[src/rtl/cu_pkg.sv]
// Shared control-unit package.
// Holds the operation, power-mode and flag types used across the CU, the
// divider FSM state type and the default datapath width.
package cu_pkg;

  localparam int DATA_W = 16;

  typedef enum logic [2:0] {
    OP_NOP = 3'd0,
    OP_ADD = 3'd1,
    OP_SUB = 3'd2,
    OP_MUL = 3'd3,
    OP_DIV = 3'd4
  } operation_t;

  typedef enum logic [1:0] {
    PM_RUN       = 2'd0,
    PM_CLK_GATED = 2'd1,
    PM_SLEEP     = 2'd2
  } powermode_t;

  typedef struct packed {
    logic zero;
    logic carry;
    logic overflow;
    logic div_by_zero;
  } flags_t;

  typedef enum logic [1:0] {
    IDLE      = 2'd0,
    CALCULATE = 2'd1,
    FINISH    = 2'd2
  } div_state_t;

endpackage

[src/rtl/sequential_divider_16bit_div_step.sv]
// div_step: one combinational restoring-division step.
// Shifts the next dividend bit into the partial remainder, tries to subtract
// the divisor and keeps the difference only when it does not go negative.
//   rem      [WIDTH:0]   partial remainder before the step
//   q_msb                dividend bit shifted in (MSB of quotient shift reg)
//   divisor  [WIDTH-1:0] divisor
//   next_rem [WIDTH:0]   partial remainder after the step
//   q_bit                quotient bit produced by this step
module div_step
  import cu_pkg::*;
#(
  parameter int WIDTH = DATA_W
) (
  input  logic [WIDTH:0]   rem,
  input  logic             q_msb,
  input  logic [WIDTH-1:0] divisor,
  output logic [WIDTH:0]   next_rem,
  output logic             q_bit
);

  logic [WIDTH+1:0] r_shift;
  logic [WIDTH+1:0] trial;

  // The shift keeps rem's top bit so the subtraction sign is exact for any
  // input. Since a restored remainder is always below the divisor that bit
  // is zero in operation, which makes this the plain WIDTH+1-bit trial.
  assign r_shift  = {rem, q_msb};
  assign trial    = r_shift - {2'b00, divisor};
  assign q_bit    = ~trial[WIDTH+1];
  assign next_rem = q_bit ? trial[WIDTH:0] : r_shift[WIDTH:0];

endmodule

[src/rtl/sequential_divider_16bit.sv]
// sequential_divider_16bit: multi-cycle unsigned restoring divider.
// One quotient bit per cycle, MSB first, behind a start/done handshake.
//   clk, rst_n   clock, asynchronous active-low reset
//   start        request, sampled only while idle
//   a, b         dividend / divisor, captured on the accepting edge
//   quotient     registered quotient (all ones on divide-by-zero)
//   remainder    registered remainder (dividend on divide-by-zero)
//   div_by_zero  registered, set with done when the divisor was 0
//   busy         high whenever the FSM is not idle
//   done         registered single-cycle completion pulse
module sequential_divider_16bit
  import cu_pkg::*;
#(
  parameter int WIDTH = DATA_W
) (
  input  logic             clk,
  input  logic             rst_n,
  input  logic             start,
  input  logic [WIDTH-1:0] a,
  input  logic [WIDTH-1:0] b,
  output logic [WIDTH-1:0] quotient,
  output logic [WIDTH-1:0] remainder,
  output logic             div_by_zero,
  output logic             busy,
  output logic             done
);

  localparam int                CNT_W    = (WIDTH > 1) ? $clog2(WIDTH) : 1;
  localparam logic [CNT_W-1:0]  LAST_CNT = CNT_W'(WIDTH - 1);

  div_state_t       state_q, state_d;
  logic [WIDTH-1:0] q_sh_q, q_sh_d;
  logic [WIDTH-1:0] div_q, div_d;
  logic [WIDTH:0]   rem_q, rem_d;
  logic [CNT_W-1:0] count_q, count_d;
  logic [WIDTH-1:0] quotient_q, quotient_d;
  logic [WIDTH-1:0] remainder_q, remainder_d;
  logic             dbz_q, dbz_d;
  logic             done_q, done_d;

  logic [WIDTH:0]   step_rem;
  logic             step_bit;

  div_step #(.WIDTH(WIDTH)) u_div_step (
    .rem      (rem_q),
    .q_msb    (q_sh_q[WIDTH-1]),
    .divisor  (div_q),
    .next_rem (step_rem),
    .q_bit    (step_bit)
  );

  always_comb begin
    // NOTE: every signal gets a default before the case so no path leaves
    // one unassigned, which would otherwise infer a latch.
    state_d     = state_q;
    q_sh_d      = q_sh_q;
    div_d       = div_q;
    rem_d       = rem_q;
    count_d     = count_q;
    quotient_d  = quotient_q;
    remainder_d = remainder_q;
    dbz_d       = dbz_q;
    done_d      = 1'b0;

    unique case (state_q)
      IDLE: begin
        if (start) begin
          q_sh_d  = a;
          div_d   = b;
          rem_d   = '0;
          count_d = '0;
          // A zero divisor skips the iterations entirely.
          state_d = (b == '0) ? FINISH : CALCULATE;
        end
      end

      CALCULATE: begin
        rem_d   = step_rem;
        q_sh_d  = {q_sh_q[WIDTH-2:0], step_bit};
        count_d = count_q + 1'b1;
        if (count_q == LAST_CNT) state_d = FINISH;
      end

      FINISH: begin
        if (div_q == '0) begin
          // The dividend is still untouched in the shift register.
          quotient_d  = '1;
          remainder_d = q_sh_q;
          dbz_d       = 1'b1;
        end else begin
          quotient_d  = q_sh_q;
          remainder_d = rem_q[WIDTH-1:0];
          dbz_d       = 1'b0;
        end
        done_d  = 1'b1;
        state_d = IDLE;
      end

      default: state_d = IDLE;
    endcase
  end

  // NOTE: state registers use non-blocking assignments so every flop samples
  // the pre-edge value of the others, independent of statement order.
  always_ff @(posedge clk or negedge rst_n) begin
    if (!rst_n) begin
      state_q     <= IDLE;
      q_sh_q      <= '0;
      div_q       <= '0;
      rem_q       <= '0;
      count_q     <= '0;
      quotient_q  <= '0;
      remainder_q <= '0;
      dbz_q       <= 1'b0;
      done_q      <= 1'b0;
    end else begin
      state_q     <= state_d;
      q_sh_q      <= q_sh_d;
      div_q       <= div_d;
      rem_q       <= rem_d;
      count_q     <= count_d;
      quotient_q  <= quotient_d;
      remainder_q <= remainder_d;
      dbz_q       <= dbz_d;
      done_q      <= done_d;
    end
  end

  assign quotient    = quotient_q;
  assign remainder   = remainder_q;
  assign div_by_zero = dbz_q;
  assign done        = done_q;
  assign busy        = (state_q != IDLE);

endmodule

[config.mk]
export PLATFORM = sky130hd
export DESIGN_NAME = sequential_divider_16bit
export DESIGN_NICKNAME = d
export VERILOG_FILES = /design/src/rtl/cu_pkg.sv /design/src/rtl/sequential_divider_16bit_div_step.sv /design/src/rtl/sequential_divider_16bit.sv
export SDC_FILE = /design/constraint.sdc
export NUM_CORES = 1
export LEC_CHECK = 0
export CAP_MARGIN = 10
export CORE_ASPECT_RATIO = 0.6
export CORE_MARGIN = 2
export CORE_UTILIZATION = 30
export DETAILED_ROUTE_END_ITERATION = 6
export GPL_TIMING_DRIVEN = 0
export PLACE_DENSITY = 0.51
export SYNTH_ARGS = -nofsm -noshare
export SYNTH_HDL_FRONTEND = slang
export SYNTH_SLANG_ARGS = --single-unit
[constraint.sdc]
create_clock -name clk -period 3.19 [get_ports clk]
set_input_delay 0.4785 -clock clk [delete_from_list [all_inputs] [get_ports clk]]
set_output_delay 0.4785 -clock clk [all_outputs]
set_load 0.005 [all_outputs]
Yosys cells after proc, flatten, opt, wreduce, memory -nomap -nowiden
Cells that the tools add are included.

Register bits after elaboration: 89. Bits in latches: 0. RAM bits: 0. ROM bits: 0. Input port bits: 35. Output and inout bits: 35. Memories: 0.

Add/subtract/negate cells: 2. Multiply operators: 0. Div/mod/pow operators: 0. $lt $le $gt $ge: 0. Eq/ne operators: 5. Shift-type cells: 0. Multiplexer cells: 15. Bitwise operators: 1. Reduce and logical (&&, ||, !) cells: 8.

Operators with widths (count): $mux 16 (3); $mux 17 (2); $pmux 17 s2 (1); $logic_not 16->1 (2); $pmux 16 s2 (1); $sub 18x16->18 (1); $pmux 4 s2 (1); $mux 2 (3); $reduce_and 2->1 (3); $add 4x1->4 const B (1); $eq 4x4->1 const B (1); $mux 4 (1); $ne 2x2->1 const B (2); $pmux 2 s2 (1); $reduce_bool 2->1 (2); $eq 2x1->1 const B (1); $eq 2x2->1 const B (1); $logic_not 2->1 (1); $mux 1 (2); $not 1->1 (1).

Depth between registers and ports, before layout
Depth in word-level cells: 4. Gate-level depth with buffers: 11. Gate-level depth less buffers: 10.

Cells and area by module
From an unflattened synthesis, not the netlist that was laid out.

Cells, all modules: 560. Area total of the unflattened synthesis: 4852.2 um^2.

Modules (own cells, without submodules): sequential_divider_16bit (times used 1, cells each 412, area an instance 3701.0 um^2, sequential area each 2227.1 um^2); div_step (times used 1, cells each 148, area an instance 1151.1 um^2, sequential area each 0.0 um^2).

Worst setup path before layout
Ideal clock, no wire load.

Kind: register to register. From: register rem_q[13]. To: register rem_q[6]. Setup time: 0.130 ns. Data arrival time: 2.160 ns. Required time: 3.060 ns. Path slack: 0.899 ns. Stages on the path, launching flop included: 11. Period minus slack after synthesis: 2.291 ns. Cell sequence: dfrtp_1 -> ha_1 -> a21o_1 -> a211o_1 -> or3_1 -> o211ai_2 -> nor3_2 -> buf_6 -> buf_8 -> mux2i_1 -> o21ai_1.

Word-level cells in the longest chain between the ends: 3.

Ends and longest elaborated chain: start, declared (RTL line sequential_divider_16bit.sv:34) `logic [WIDTH:0] rem_q, rem_d;`; start signal, assigned (RTL line sequential_divider_16bit.sv:120) `rem_q <= rem_d;`; $sub 18x16->18 (RTL line sequential_divider_16bit_div_step.sv:28) `assign trial = r_shift - {2'b00, divisor};`; $mux 17 (RTL line sequential_divider_16bit_div_step.sv:30) `assign next_rem = q_bit ? trial[WIDTH:0] : r_shift[WIDTH:0];`; $pmux 17 s2 (RTL line sequential_divider_16bit.sv:65) `unique case (state_q)`.

Every way passes these cells. A chain may end at the register's enable or synchronous reset.

Final worst setup path
From: register state_q[1]. To: output port busy.

Word-level cells in the longest chain between the ends: 1.

Ends and longest elaborated chain: start, declared (RTL line sequential_divider_16bit.sv:31) `div_state_t state_q, state_d;`; start signal, assigned (RTL line sequential_divider_16bit.sv:117) `state_q <= state_d;`; $reduce_bool 2->1 (RTL line sequential_divider_16bit.sv:133) `assign busy = (state_q != IDLE);`; end, declared (RTL line sequential_divider_16bit.sv:24) `output logic busy,`.

Every way passes these cells.

==> impl_metrics.env <==
export IMPL_status="finished, final reports clean"
export IMPL_post_route_cells_drive_above_1_share_pct=4.46
export IMPL_replace_congestion=0.797
export IMPL_initial_utilization_pct=30.9
export IMPL_clock_tree_htree_level_count=3
export IMPL_post_cts_resized_instances=0
export IMPL_p_leak_uw=0.00258
export IMPL_pre_cts_ws_ns=0.209
export IMPL_number_of_antenna_violations_at_the_first_check_in_global_routing=0
export IMPL_total_routed_length_um=13900
export IMPL_synth_ff_latch_count=89
export IMPL_antenna_cells=0
export IMPL_cts_sinks=89
export IMPL_rows=35
export IMPL_maxSlewHeadroom_pct=55.5
export IMPL_worst_hold_slack_ns=0.00996
export IMPL_post_drt_wl_per_cell_um=17.1
export IMPL_timing_rr_end="rem_q[16]"
export IMPL_cell_internal_pwr_uw=4010
export IMPL_grt_start_max_net_pins=71
export IMPL_syn_to_final_growth_pct=26.6
export IMPL_type_of_the_worst_setup_path="reg2out"
export IMPL_rsz0062_at_grt="false"
export IMPL_worst_slack_ns=0.369
export IMPL_num_io_pins=70
export IMPL_powerDensity_mw_per_mm2=1140
export IMPL_end_kind="primary output"
export IMPL_postSynthAreaPerCell_um2=9.13
export IMPL_r2r_worst_path_cells=10
export IMPL_max_freq_mhz=354
export IMPL_timing_reg2reg_setup_slack_ns=0.40
export IMPL_port_buffers=69
export IMPL_dr_first_iter_drc_count=240
export IMPL_layoutNonFillerInstCount=809
export IMPL_vdd_ir_drop_worst_mv=0.438
export IMPL_setup_viol=0
export IMPL_cts_path_max_buffers=2
export IMPL_timing_final_crit_share_pct=88.4
export IMPL_power_sequential_fraction_pct=31.0
export IMPL_slew_limit_fails=0
export IMPL_nets=655
export IMPL_number_of_hold_buffers_added_after_cts=0
export IMPL_synthDistinctLibCells=49
export IMPL_crit_path_max_fanout=10
export IMPL_die_width_um=167
export IMPL_tritoncts="built"
export IMPL_regArea_mm2=0.00223
export IMPL_global_route_overflow_total=0
export IMPL_syn_instance_count=521
export IMPL_num_vias=4130
export IMPL_yosysSeqAreaShare_pct=46.8
export IMPL_share_comb_of_total_power_pct=53.1
export IMPL_hold_viol=0
export IMPL_global_route_wire_length_before_repair_um=22300
export IMPL_timing_critical_path_required_ns=2.71
export IMPL_n_fill_cell=1536
export IMPL_dieArea_mm2=0.0169
export IMPL_detail_route_drc_violations=0
export IMPL_cts_root_buf="sky130_fd_sc_hd__clkbuf_16"
export IMPL_synth_enable_flop_cells=0
export IMPL_cts_inserted_buffers=9
export IMPL_ant_nets=0
export IMPL_via_per_inst=5.11
export IMPL_core_mm2=0.0154
export IMPL_final_setup_skew_ns=0.00865
export IMPL_most_common_layout_cells="sky130_fd_sc_hd__nand2_1, sky130_fd_sc_hd__dfrtp_1, sky130_fd_sc_hd__o21ai_0"
export IMPL_grt_use_total_pct=17.1
export IMPL_clock_share_of_power_pct=16.0
export IMPL_holdCritPathClass="in2async"
export IMPL_worst_setup_hold_path_clk_slew_ns=0.07
export IMPL_ys_warn_count=0
export IMPL_netSwitchingPower_uw=2840
export IMPL_first_pass_iters=4
export IMPL_switching_share_pct=41.4
export IMPL_ys_dominant_reg_cell="sky130_fd_sc_hd__dfrtp_1"
export IMPL_post_cts_repair_setup_buffers=0
export IMPL_fp_dieH_um=102
export IMPL_post_place_cells=794
export IMPL_async_reset_ff_share_pct=100
export IMPL_synth_nets=574
export IMPL_max_cap_violations=0
export IMPL_layout_min_cycle_time_ns=2.82
export IMPL_number_of_global_route_vias_before_repair=3983
export IMPL_dpl_hpwl_um=10600
export IMPL_synth_area_mm2=0.00476
export IMPL_setup_worst_path_start_class="flip-flop"
export IMPL_layout_commonest_cell="sky130_fd_sc_hd__nand2_1"
export IMPL_cp_data_arrival_time_ns=2.34
export IMPL_multi_input_gate_area_mm2=0.00233
export IMPL_max_slew_worst_pin_slew_ns=0.661
export IMPL_clock_latency_ns=0.34
export IMPL_worst_r2r_startpoint="q_sh_q[15]"
## metal layers
metal / vias up / part of all wire, % / track usage [%] / wire (µm)
met5: - / 0 / 0 / 0
met4: 0 / 0.74 / 3.58 / 102
met3: 8 / 5.6 / 3.99 / 780
met2: 112 / 39 / 22.9 / 5460
met1: 2010 / 54 / 27.5 / 7520
li1: 2000 / - / - / -
## cell families after synthesis
kind of cell	count (synthesis)	synth area share (%)
and+or+nand+nor	160	15.4
muxes	30	6.34
DFF	89	46.8
AOI/OAI and AO/OA	164	20.0
buffers and inverters	47	4.15
xor gates and xnor gates	13	2.39
adders and majority gates	18	4.89
## power by group through the flow
stage	clock [µW]	combinational, µW	sequential [µW]
detailed placement	0	3620	2150
global route	1170	4100	2200
floorplan	0	2570	2000
finish	1090	3640	2120
CTS	1120	3640	2130
global placement	0	3570	2120
## per-stage QoR
stage	utilization [%]	area (µm²)	total power [µW]	setup TNS, ns
floorplan	-	4760	4570	0
global placement	37.0	5700	5700	-148.51
detailed placement	37.2	5730	5770	0
CTS	39.1	6030	6890	0
global route	39.1	6030	7470	0
finish	39.1	6030	6850	0
## how the worst max path moves through the flow
stage	from	to	slack (ns)	depth (start not counted)
2_1_floorplan	rem_q[13]	rem_q[6]	0.90	10
3_3_place_gp	rst_n	div_q[4]	-1.68	1
3_5_place_dp	start	div_q[14]	0.21	8
4_1_cts	state_q[1]	busy	0.37	4
5_1_grt	q_sh_q[15]	rem_q[16]	0.16	10
6_report	state_q[1]	busy	0.37	4
## critical path, cell delays in order (launching register included)
cell                              delay [ns]
sky130_fd_sc_hd__dfrtp_1                0.42
sky130_fd_sc_hd__clkbuf_1               0.40
sky130_fd_sc_hd__buf_1                  0.49
sky130_fd_sc_hd__or2_2                  0.21
sky130_fd_sc_hd__clkdlybuf4s50_1        0.49
## registers in the layout, summed over array words and instances (netlist names)
name,flops
q_sh_q,16
remainder,16
count_q,4
div_by_zero,1
done,1
state_q,2
div_q,16
quotient,16
rem_q,17
## synthesized netlist by cell type (all sizes together) (4+ instances only)
cell    instances  share of area (%)
nand2         100                7.9
dfrtp          89                 47
o21ai          88                9.3
a21oi          31                3.3
mux2i          29                6.1
clkbuf         23                1.8
inv            19                1.5
nor2b          19                2.5
ha             17                4.5
a22oi          15                2.4
nor2           12               0.95
nor4            8                1.1
xnor2           8                1.5
buf             5               0.84
nand2b          5               0.66
nand4           5               0.66
xor2            5               0.92
a21o            4               0.63
a22o            4               0.74
o211ai          4               0.74
## area by class of cell
class / count / share of cell area, %
inverter: 19 / 1.18
buffer: 28 / 2.10
multi-input combinational: 385 / 38.7
timing repair buffer: 70 / 11.9
tap: 203 / 4.22
clock inverter: 6 / 1.20
clock buffer: 9 / 3.74
sequential: 89 / 37.0
Power figures use the tool's default switching activity.
==> RTL edit 1: new RTL, config.mk and constraints unchanged <==
Encoding of `div_state_t`: now one-hot (3 bits for 3 states).
--- a/src/rtl/cu_pkg.sv
+++ b/src/rtl/cu_pkg.sv
@@ -26,10 +26,10 @@
     logic div_by_zero;
   } flags_t;
 
-  typedef enum logic [1:0] {
-    IDLE      = 2'd0,
-    CALCULATE = 2'd1,
-    FINISH    = 2'd2
+  typedef enum logic [2:0] {
+    IDLE      = 3'b001,
+    CALCULATE = 3'b010,
+    FINISH    = 3'b100
   } div_state_t;
 
 endpackage
Formal check against the unedited RTL: same outputs for any inputs over 10 cycles, from zero or initial values and one cycle with rst_n low; not proved beyond that.
==> RTL edit 1 against the original RTL <==
  * Hold slack improved by 0.098 ns
  * Design area rose by 4.3%
  * Via count is 3.7% higher
  * Sequential share of layout area decreased by 1.1 points
  * Routed wire length rose by 9.5%
  * Synthesized area rose by 4.6%
  * Worst setup slack worse by 0.12 ns
  * Count of clock-buffer cells in the layout up 2
  * Synthesized cell count grew 2.3%
  * Register-to-register slack worse by 0.16 ns
  * Non-clock buffer count grew 6
  * Total power is 18% lower
  * Sequential cell count increased by 1
==> RTL edit 1: results <==
group,metric,value,unit
logic_synthesis,synthXorXnorAreaFrac,2.29,%
route,wl_met1,8340,µm
route,drt_wl_total,15200,µm
timing,slew_headroom,24.4,%
logic_synthesis,syn_nets,586,
layout,finalNetCount,667,
route,wl_met3,788,µm
global_routing,grt_pass1_wl,24100,µm
critical_path,arrival,3.17,ns
route,wl_met2,5930,µm
power_and_ir_drop,ir_drop,0.313,mV
placed_design,routabilityCongestion,0.822,
power_and_ir_drop,p_leak,2.80,nW
global_routing,grt_pass1_vias,4234,
logic_synthesis,synth_top_cells_by_count,"dfrtp_1, nand2_1, nor2_1",
timing,skew,0.00638,ns
critical_path,worstPathMaxFanout,4,
global_routing,grt_max_degree,53,
global_routing,grt_usage,17.9,%
logic_synthesis,synth.area.mux_share,7.06,%
route,drtPass1Iterations,5,
route,vias_per_cell,5.17,
placed_design,placedInstanceArea,5960,µm²
status,status,"complete, no violations",
logic_synthesis,syn_inst,533,
placed_design,dp_slack,0.315,ns
logic_synthesis,yosys-top-cells-area,"dfrtp_1, nand2_1, nor2_1",
logic_synthesis,ys_types,54,
layout,drive_above_1_share,11.0,%
logic_synthesis,yosysSeqAreaShare,45.3,%
placed_design,dp_cells,812,
[RTL edit 1: worst paths after layout]
kind,startpoint,to,slack [ns],depth (start not counted)
min in group clk,count_q[3],count_q[3],0.49,1
max,q_sh_q[15],rem_q[16],0.24,10
max in group asynchronous,rst_n,state_q[0],2.36,2
min reg2reg,count_q[3],count_q[3],0.49,1
min,rst_n,quotient[3],0.11,1
max reg2reg,q_sh_q[15],rem_q[16],0.24,10
[RTL edit 1: per-layer routing]
layer | up-vias | global-route usage [%]
met4 | 0 | 3.30
met2 | 124 | 23.1
met1 | 2097 | 29.9
met3 | 10 | 3.40
met5 | - | 0
li1 | 2053 | -
[RTL edit 1: cell type report]
| class | count | share of cell area (%) |
|---|---|---|
| timing repair buffer | 70 | 11.4 |
| buffer | 34 | 2.83 |
| inverter | 20 | 1.19 |
| clock buffer | 11 | 3.86 |
| clock inverter | 5 | 1.35 |
| sequential | 90 | 35.9 |
| multi-input combinational | 389 | 39.3 |
| tap | 209 | 4.16 |
[RTL edit 1: worst max-delay path, cell delays in order (launching register included)]
cell	delay [ns]
dfrtp_1	0.38
inv_1	0.21
ha_1	0.29
fa_1	0.25
nand2b_1	0.14
a21oi_1	0.12
o21ai_0	0.38
o21ai_0	0.18
a221oi_1	0.53
o21ai_0	0.16
nand3b_1	0.18
[RTL edit 1: power breakdown]
| group | total [W] | switching [W] | internal, W |
|---|---|---|---|
| logic | 0.00260 | 0.00151 | 0.00108 |
| registers | 0.00185 | 0.000383 | 0.00146 |
| clock network | 0.00119 | 0.000476 | 0.000714 |
| total | 0.00563 | 0.00237 | 0.00326 |
==> RTL edit 2: new RTL, config.mk and constraints unchanged <==
Made on the original files. The package constant `DATA_W` goes from 16 to 8.
--- a/src/rtl/cu_pkg.sv
+++ b/src/rtl/cu_pkg.sv
@@ -3,7 +3,7 @@
 // divider FSM state type and the default datapath width.
 package cu_pkg;
 
-  localparam int DATA_W = 16;
+  localparam int DATA_W = 8;
 
   typedef enum logic [2:0] {
     OP_NOP = 3'd0,
Interface: changed (resized a, b, quotient and remainder); port bits go from 70 to 38. No check against the original RTL was run, so the function may have changed too.
==> RTL edit 2 against the original RTL <==
  * First-iteration DRC count is 54% lower
  * Sequential power is 46% lower
  * Design area is 47% lower
  * Hold slack better by 0.096 ns
  * Total power is 47% lower
  * Worst setup slack better by 0.49 ns
  * Routed wire length is 54% lower
  * Core utilization is 0.97 points higher
  * Combinational power is 49% lower
  * Sequential share of layout area is 0.78 points higher
  * Sequential cell count is 41 lower
  * Synthesized area is 48% lower
  * Clock power is 42% lower
  * Critical endpoint is now rem_q[7]
  * Largest power group unchanged
==> RTL edit 2: results <==
group,metric,value,unit
timing,skew,0.00878,ns
route,wl_met1,3650,µm
layout,largest_reg_flops,9,
layout,clk_share,5.58,%
status,status,"complete, no violations",
placed_design,placedInstanceArea,3010,µm²
layout,area.growth.synth_to_final,28.1,%
power_and_ir_drop,clock_power_share,17.4,%
global_routing,use_met1,25.8,%
placed_design,routabilityCongestion,0.749,
die,core,7950,µm²
layout,clock_buffers,6,
critical_path,critPathCapture,"rem_q[7]",
logic_synthesis,yosys-top-cells-area,"dfrtp_1, nand2_1, o21ai_0",
layout,buf_share,14.0,%
placed_design,hpwl,4980,µm
placed_design,dp_slack,0.877,ns
critical_path,worstRegToRegCells,8,
global_routing,grt_max_degree,32,
logic_synthesis,avgSynthCellArea,9.71,µm²
power_and_ir_drop,ir_drop,0.444,mV
critical_path,crit_path_top_delay_cell,"dfrtp_1",
layout,fillers,812,
logic_synthesis,synth_top_cells_by_count,"nand2_1, dfrtp_1, o21ai_0",
logic_synthesis,synth.area.mux_share,6.09,%
timing,fin_crit_sh,73.1,%
logic_synthesis,yosysSeqAreaShare,48.3,%
critical_path,path_class,"register to register",
global_routing,use_met3,4.14,%
route,wl_per_cell,15.6,µm
logic_synthesis,ys_types,42,
[RTL edit 2: cell types whose count changed after synthesis, sizes merged, moves of 8 or more]
cell / delta
a21oi: -23
a22oi: -15
clkbuf: -17
dfrtp: -41
inv: -8
mux2i: -15
nand2: -49
nor2b: -16
o21ai: -50
[RTL edit 2: worst min path at each step]
stage	start	end	slack [ns]	cells after the start
6_report	rst_n	remainder[5]	0.11	1
5_1_grt	rst_n	remainder[5]	0.15	1
4_1_cts	rst_n	remainder[7]	0.13	1
3_5_place_dp	rst_n	div_by_zero	0.44	1
3_3_place_gp	quotient[2]	quotient[2]	0.45	2
2_1_floorplan	rst_n	count_q[0]	0.18	0
[RTL edit 2: kinds of logic after synthesis]
group | Yosys count
buf+inv | 23
xor+xnor | 8
mux | 15
flops | 48
simple gates | 83
compound gates | 68
fa+ha+maj | 11
